[src/rtl/button_press_decoder_if.sv]
// Button decoder bus: edge pulses in, rebuilt level and classified events out.
interface button_press_decoder_if;
    logic pressed;
    logic released;
    logic level;
    logic short_click;
    logic long_press;
    logic repeat_tick;
    logic protocol_err;

    modport master (
        output pressed,
        output released,
        input  level,
        input  short_click,
        input  long_press,
        input  repeat_tick,
        input  protocol_err
    );

    modport slave (
        input  pressed,
        input  released,
        output level,
        output short_click,
        output long_press,
        output repeat_tick,
        output protocol_err
    );
endinterface

[src/rtl/button_press_decoder.sv]
// Rebuilds button level from press/release pulses and classifies short/long presses.
// Optional auto-repeat while long-held is enabled by defining BUTTON_REPEAT_EN.
module button_press_decoder #(
    parameter int unsigned LONG_CYCLES   = 50_000_000,
    parameter int unsigned REPEAT_CYCLES = 10_000_000,
    parameter int unsigned CNT_W         = 32
) (
    input  logic                   clk,
    input  logic                   rst_n,
    button_press_decoder_if.slave  bus
);

    typedef enum logic [1:0] {
        IDLE = 2'd0,
        HELD = 2'd1,
        LONG = 2'd2
    } state_t;

    localparam logic [CNT_W-1:0] LONG_LAST = CNT_W'(LONG_CYCLES - 1);
`ifdef BUTTON_REPEAT_EN
    localparam logic [CNT_W-1:0] REPEAT_LAST = CNT_W'(REPEAT_CYCLES - 1);
`endif

    // Thresholds below 2 would make the terminal count collide with the reset value
    if (LONG_CYCLES < 2 || REPEAT_CYCLES < 2) begin : g_param_check
        $error("button_press_decoder: LONG_CYCLES and REPEAT_CYCLES must be >= 2");
    end

    state_t           state, state_nxt;
    logic [CNT_W-1:0] cnt, cnt_nxt;
    logic             level_q, level_nxt;
    logic             short_q, short_nxt;
    logic             long_q, long_nxt;
    logic             rep_q, rep_nxt;
    logic             err_q, err_nxt;
    logic             both;

    assign both = bus.pressed & bus.released;

    // State, counter and registered outputs
    always_ff @(posedge clk or negedge rst_n) begin
        if (!rst_n) begin
            state   <= IDLE;
            cnt     <= '0;
            level_q <= 1'b0;
            short_q <= 1'b0;
            long_q  <= 1'b0;
            rep_q   <= 1'b0;
            err_q   <= 1'b0;
        end else begin
            state   <= state_nxt;
            cnt     <= cnt_nxt;
            level_q <= level_nxt;
            short_q <= short_nxt;
            long_q  <= long_nxt;
            rep_q   <= rep_nxt;
            err_q   <= err_nxt;
        end
    end

    // Next-state and next-output logic; release always beats a threshold on the same edge
    always_comb begin
        state_nxt = state;
        cnt_nxt   = cnt;
        short_nxt = 1'b0;
        long_nxt  = 1'b0;
        rep_nxt   = 1'b0;
        err_nxt   = 1'b0;

        if (both) begin
            err_nxt = 1'b1;
        end else begin
            unique case (state)
                IDLE: begin
                    if (bus.pressed) begin
                        state_nxt = HELD;
                        cnt_nxt   = '0;
                    end else if (bus.released) begin
                        err_nxt = 1'b1;
                    end
                end
                HELD: begin
                    err_nxt = bus.pressed;
                    if (bus.released) begin
                        state_nxt = IDLE;
                        short_nxt = 1'b1;
                        cnt_nxt   = '0;
                    end else if (cnt == LONG_LAST) begin
                        state_nxt = LONG;
                        long_nxt  = 1'b1;
                        cnt_nxt   = '0;
                    end else begin
                        cnt_nxt = cnt + CNT_W'(1);
                    end
                end
                LONG: begin
                    err_nxt = bus.pressed;
                    if (bus.released) begin
                        state_nxt = IDLE;
                        cnt_nxt   = '0;
                    end else begin
`ifdef BUTTON_REPEAT_EN
                        if (cnt == REPEAT_LAST) begin
                            rep_nxt = 1'b1;
                            cnt_nxt = '0;
                        end else begin
                            cnt_nxt = cnt + CNT_W'(1);
                        end
`else
                        cnt_nxt = '0;
`endif
                    end
                end
                default: begin
                    state_nxt = IDLE;
                    cnt_nxt   = '0;
                end
            endcase
        end

        level_nxt = (state_nxt != IDLE);
    end

    assign bus.level        = level_q;
    assign bus.short_click  = short_q;
    assign bus.long_press   = long_q;
    assign bus.repeat_tick  = rep_q;
    assign bus.protocol_err = err_q;

endmodule
[src/flat_wrapper.sv]
// flat-port wrapper written by rule: the top's interface ports become plain ports
module button_press_decoder_flat 
#(
    parameter int unsigned LONG_CYCLES   = 50_000_000,
    parameter int unsigned REPEAT_CYCLES = 10_000_000,
    parameter int unsigned CNT_W         = 32
)
  (clk, rst_n, bus_pressed, bus_released, bus_level, bus_short_click, bus_long_press, bus_repeat_tick, bus_protocol_err);
  button_press_decoder_if bus_i ();
  input  logic clk;
  input  logic rst_n;
  input wire logic [$bits(bus_i.pressed)-1:0] bus_pressed;
  input wire logic [$bits(bus_i.released)-1:0] bus_released;
  output wire logic [$bits(bus_i.level)-1:0] bus_level;
  output wire logic [$bits(bus_i.short_click)-1:0] bus_short_click;
  output wire logic [$bits(bus_i.long_press)-1:0] bus_long_press;
  output wire logic [$bits(bus_i.repeat_tick)-1:0] bus_repeat_tick;
  output wire logic [$bits(bus_i.protocol_err)-1:0] bus_protocol_err;
  assign bus_i.pressed = bus_pressed;
  assign bus_i.released = bus_released;
  assign bus_level = bus_i.level;
  assign bus_short_click = bus_i.short_click;
  assign bus_long_press = bus_i.long_press;
  assign bus_repeat_tick = bus_i.repeat_tick;
  assign bus_protocol_err = bus_i.protocol_err;
  button_press_decoder #(.LONG_CYCLES(LONG_CYCLES), .REPEAT_CYCLES(REPEAT_CYCLES), .CNT_W(CNT_W)) u_core (.clk(clk), .rst_n(rst_n), .bus(bus_i));
endmodule
[config.mk]
export PLATFORM = sky130hd
export DESIGN_NAME = button_press_decoder_flat
export DESIGN_NICKNAME = d
export VERILOG_FILES = /design/src/rtl/button_press_decoder_if.sv /design/src/rtl/button_press_decoder.sv /design/src/flat_wrapper.sv
export SDC_FILE = /design/constraint.sdc
export NUM_CORES = 1
export LEC_CHECK = 0
export ABC_AREA = 1
export BUFFER_PORTS_ARGS = -buffer_cell sky130_fd_sc_hd__buf_2
export CAP_MARGIN = 40
export CELL_PAD_IN_SITES_DETAIL_PLACEMENT = 1
export CELL_PAD_IN_SITES_GLOBAL_PLACEMENT = 2
export CORE_MARGIN = 2
export CORE_UTILIZATION = 35
export CTS_BUF_LIST = sky130_fd_sc_hd__clkbuf_16
export CTS_CLUSTER_SIZE = 10
export DETAILED_ROUTE_END_ITERATION = 16
export PLACE_DENSITY = 0.77
export SLEW_MARGIN = 20
export SYNTH_ARGS = -nofsm -noshare
export SYNTH_HDL_FRONTEND = slang
export SYNTH_SLANG_ARGS = --single-unit
export TNS_END_PERCENT = 1
[constraint.sdc]
create_clock -name clk -period 2.17 [get_ports clk]
set_clock_uncertainty 0.15 [all_clocks]
set_input_delay 0.3255 -clock clk [delete_from_list [all_inputs] [get_ports clk]]
set_output_delay 0.3255 -clock clk [all_outputs]
set_load 0.05 [all_outputs]
==> impl_metrics.py <==
metrics = {
    "outcome": {
        "outcome": "finished, final reports clean",
    },
    "place": {
        "port_buffers": 7,
        "dp_hpwl_mm": 5.12,
        "gp_congestion": 0.811,
        "dpl-instance-area_um2": 2590,
    },
    "yosys": {
        "synth_largest_area_cell": "dfrtp_1",
        "synth_edf_count": 0,
        "syn_inst": 351,
        "synth.area.top_cells": "dfrtp_1 (39%), nand2_1 (17%), nor2_1 (10%)",
        "yosys.cell_types.count": 28,
        "syn-num-nets": 360,
        "synth_common_cells": "nand2_1 (112), nor2_1 (67), inv_1 (41)",
        "syn_area_um2": 2420,
        "yosys_warnings": 0,
        "yosys.area.top_type_share": 0.393,
        "avgSynthCellArea_um2": 6.89,
        "synth-main-ff-cell": "dfrtp_1",
        "seq_area_frac_synth": 0.393,
        "yosysMostFrequentCell": "nand2_1",
        "async_flop_share": 1.00,
        "ys_seq_elements": 38,
    },
    "global_route": {
        "antenna_found_initial": 0,
        "grtUsageTotal": 0.197,
        "grt_max_degree": 39,
        "grt_pass1_vias": 2385,
        "grt_first_pass_wirelength_mm": 11.7,
        "gr-total-overflow": 0,
    },
    "floorplan": {
        "io_pins": 9,
        "rows": 30,
        "die_w_um": 87.1,
        "die_h_um": 87.1,
        "core_area_um2": 6760,
        "start_util": 0.358,
        "dieArea_um2": 7590,
    },
    "cts": {
        "clkSlewWorstSetupHoldPaths_ns": 0.06,
        "htreeDepth": 2,
        "cts_tree": "done",
        "clk_latency_ns": 0.28,
        "numCtsBuffers": 5,
        "root_buffer": "clkbuf_16",
        "cts_sinks": 38,
        "clk_path_buf_depth": 2,
    },
    "finish": {
        "syn2layout_area_growth_pct": 14.2,
        "final_core_util": 0.409,
        "drive_above_1_share": 0.103,
        "diodes": 0,
        "postLayoutCellArea_um2": 2760,
        "final_nets": 378,
    },
    "sta": {
        "layout_min_cycle_time_ns": 1.97,
        "slew_violations": 0,
        "finalHoldViolCount": 0,
        "finalSetupViolCount": 0,
        "rsz0062_at_grt": "false",
        "fin_crit_sh": 0.909,
        "finalSetupTns_ns": 0,
        "max_freq_mhz": 507,
    },
    "power": {
        "ir_worst_vdd_mv": 0.357,
        "p_leak_nw": 1.26,
        "p_per_area_nw_per_um2": 716,
    },
    "worst_setup_path": {
        "path_max_fanout": 5,
        "start_kind": "register",
        "crit_arrival_ns": 1.99,
        "critPathKind": "register to register",
        "critPathCaptureType": "register",
        "required_ns": 2.19,
    },
    "detailed_routing": {
        "drt_iter0_drc": 62,
        "drtPass1Iterations": 4,
        "ant_nets": 0,
        "drc": 0,
        "num_vias": 2219,
        "viasPerCell": 4.95,
        "routed_wl_mm": 6.65,
        "wl_per_cell_um": 14.8,
    },
    "hold_path": {
        "hold_path_class": "primary input to register",
    },
    "flow_run": {
        "drv_cap": 0,
    },
}
registers in the layout (all words and copies together) (netlist names):
register / cells
u_core.bus.level: 1
u_core.bus.long_press: 1
u_core.state: 2
u_core.bus.short_click: 1
u_core.cnt: 32
u_core.bus.protocol_err: 1
stage by stage:
stage               total power [mW]  instances  hold WS (ns)  setup WS (ns)
finish                          1.98        448         0.203          0.198
global route                    2.09        448         0.234        0.00987
CTS                             1.99        448         0.188          0.120
detailed placement              1.29        441         0.168          0.134
global placement                1.28        441         0.167          0.190
floorplan                       1.13        351        -0.120          0.373
logic make-up (layout without fill, tap and decap cells):
| family | count (synthesis) | after routing | synth area share |
|---|---|---|---|
| other cells | 1 | 1 | 0.00155 |
| compound gates | 21 | 21 | 0.0486 |
| fa+ha+maj | 5 | 5 | 0.0259 |
| simple gates | 235 | 235 | 0.431 |
| flops | 38 | 38 | 0.393 |
| buf+inv | 47 | 64 | 0.0854 |
| xor+xnor | 4 | 4 | 0.0145 |
cell type report:
cell class | count | area [um2]
Sequential cell | 38 | 951
Inverter | 42 | 158
Clock buffer | 5 | 125
Tap cell | 80 | 100
Fill cell | 859 | 3990
Multi-Input combinational cell | 266 | 1290
Timing Repair Buffer | 16 | 134
Clock inverter | 1 | 3.75
repair_timing:
action | 4_1_cts | 5_1_grt
hold buffers | 1 | 0
gates resized for setup | 0 | 6
endpoints found under the setup margin | 0 | 10
hold endpoints to repair | 38 | 0
setup buffers | 0 | 0
path summary, 6_finish.rpt:
check	startpoint	cells after the start	to	slack [ns]
hold reg to reg	u_core.cnt[31]	2	u_core.cnt[31]	0.37
max in group asynchronous	rst_n	3	u_core.cnt[24]	1.27
setup reg to reg	u_core.state[0]	10	u_core.cnt[11]	0.20
setup / recovery	u_core.state[0]	10	u_core.cnt[11]	0.20
hold / removal	bus_released	3	u_core.bus.protocol_err	0.20
min in group asynchronous	rst_n	3	u_core.cnt[13]	0.39
critical path, cell delays in order, from the launching register on:
cell	delay, ns
dfrtp_1	0.35
inv_1	0.08
ha_1	0.21
inv_1	0.13
o21ai_4	0.10
nor2_4	0.15
nand2_1	0.13
nor2_1	0.23
nand2_1	0.12
o21ai_0	0.17
nor2_1	0.06
layout by cell type, fill, tap and decap left out, types with 2 or more instances in the layout:
cell type / count
nor3b_1: 5
nand3_1: 15
nand2_2: 3
o21ai_0: 8
inv_1: 41
buf_2: 7
a31oi_1: 2
clkbuf_16: 5
nand2_1: 112
o21ai_4: 2
buf_12: 2
nor3_1: 11
nor2_4: 6
nor2_1: 67
nor3_2: 3
buf_4: 5
a21oi_1: 8
dfrtp_1: 38
ha_1: 5
nand4_1: 8
xor2_1: 3
power breakdown:
| group | internal [mW] | switching (mW) |
|---|---|---|
| Sequential | 0.748 | 0.0217 |
| Clock | 0.409 | 0.284 |
| Combinational | 0.161 | 0.354 |
layer usage:
metal / routed length (um) / up-vias / global-route usage
met2: 3240 / 18 / 0.338
met3: 114 / 10 / 0.0313
met4: 108 / 0 / 0.0490
met1: 3180 / 1064 / 0.259
met5: 0 / - / 0
li1: - / 1127 / -
No activity file was read; power rests on OpenSTA's default activity.
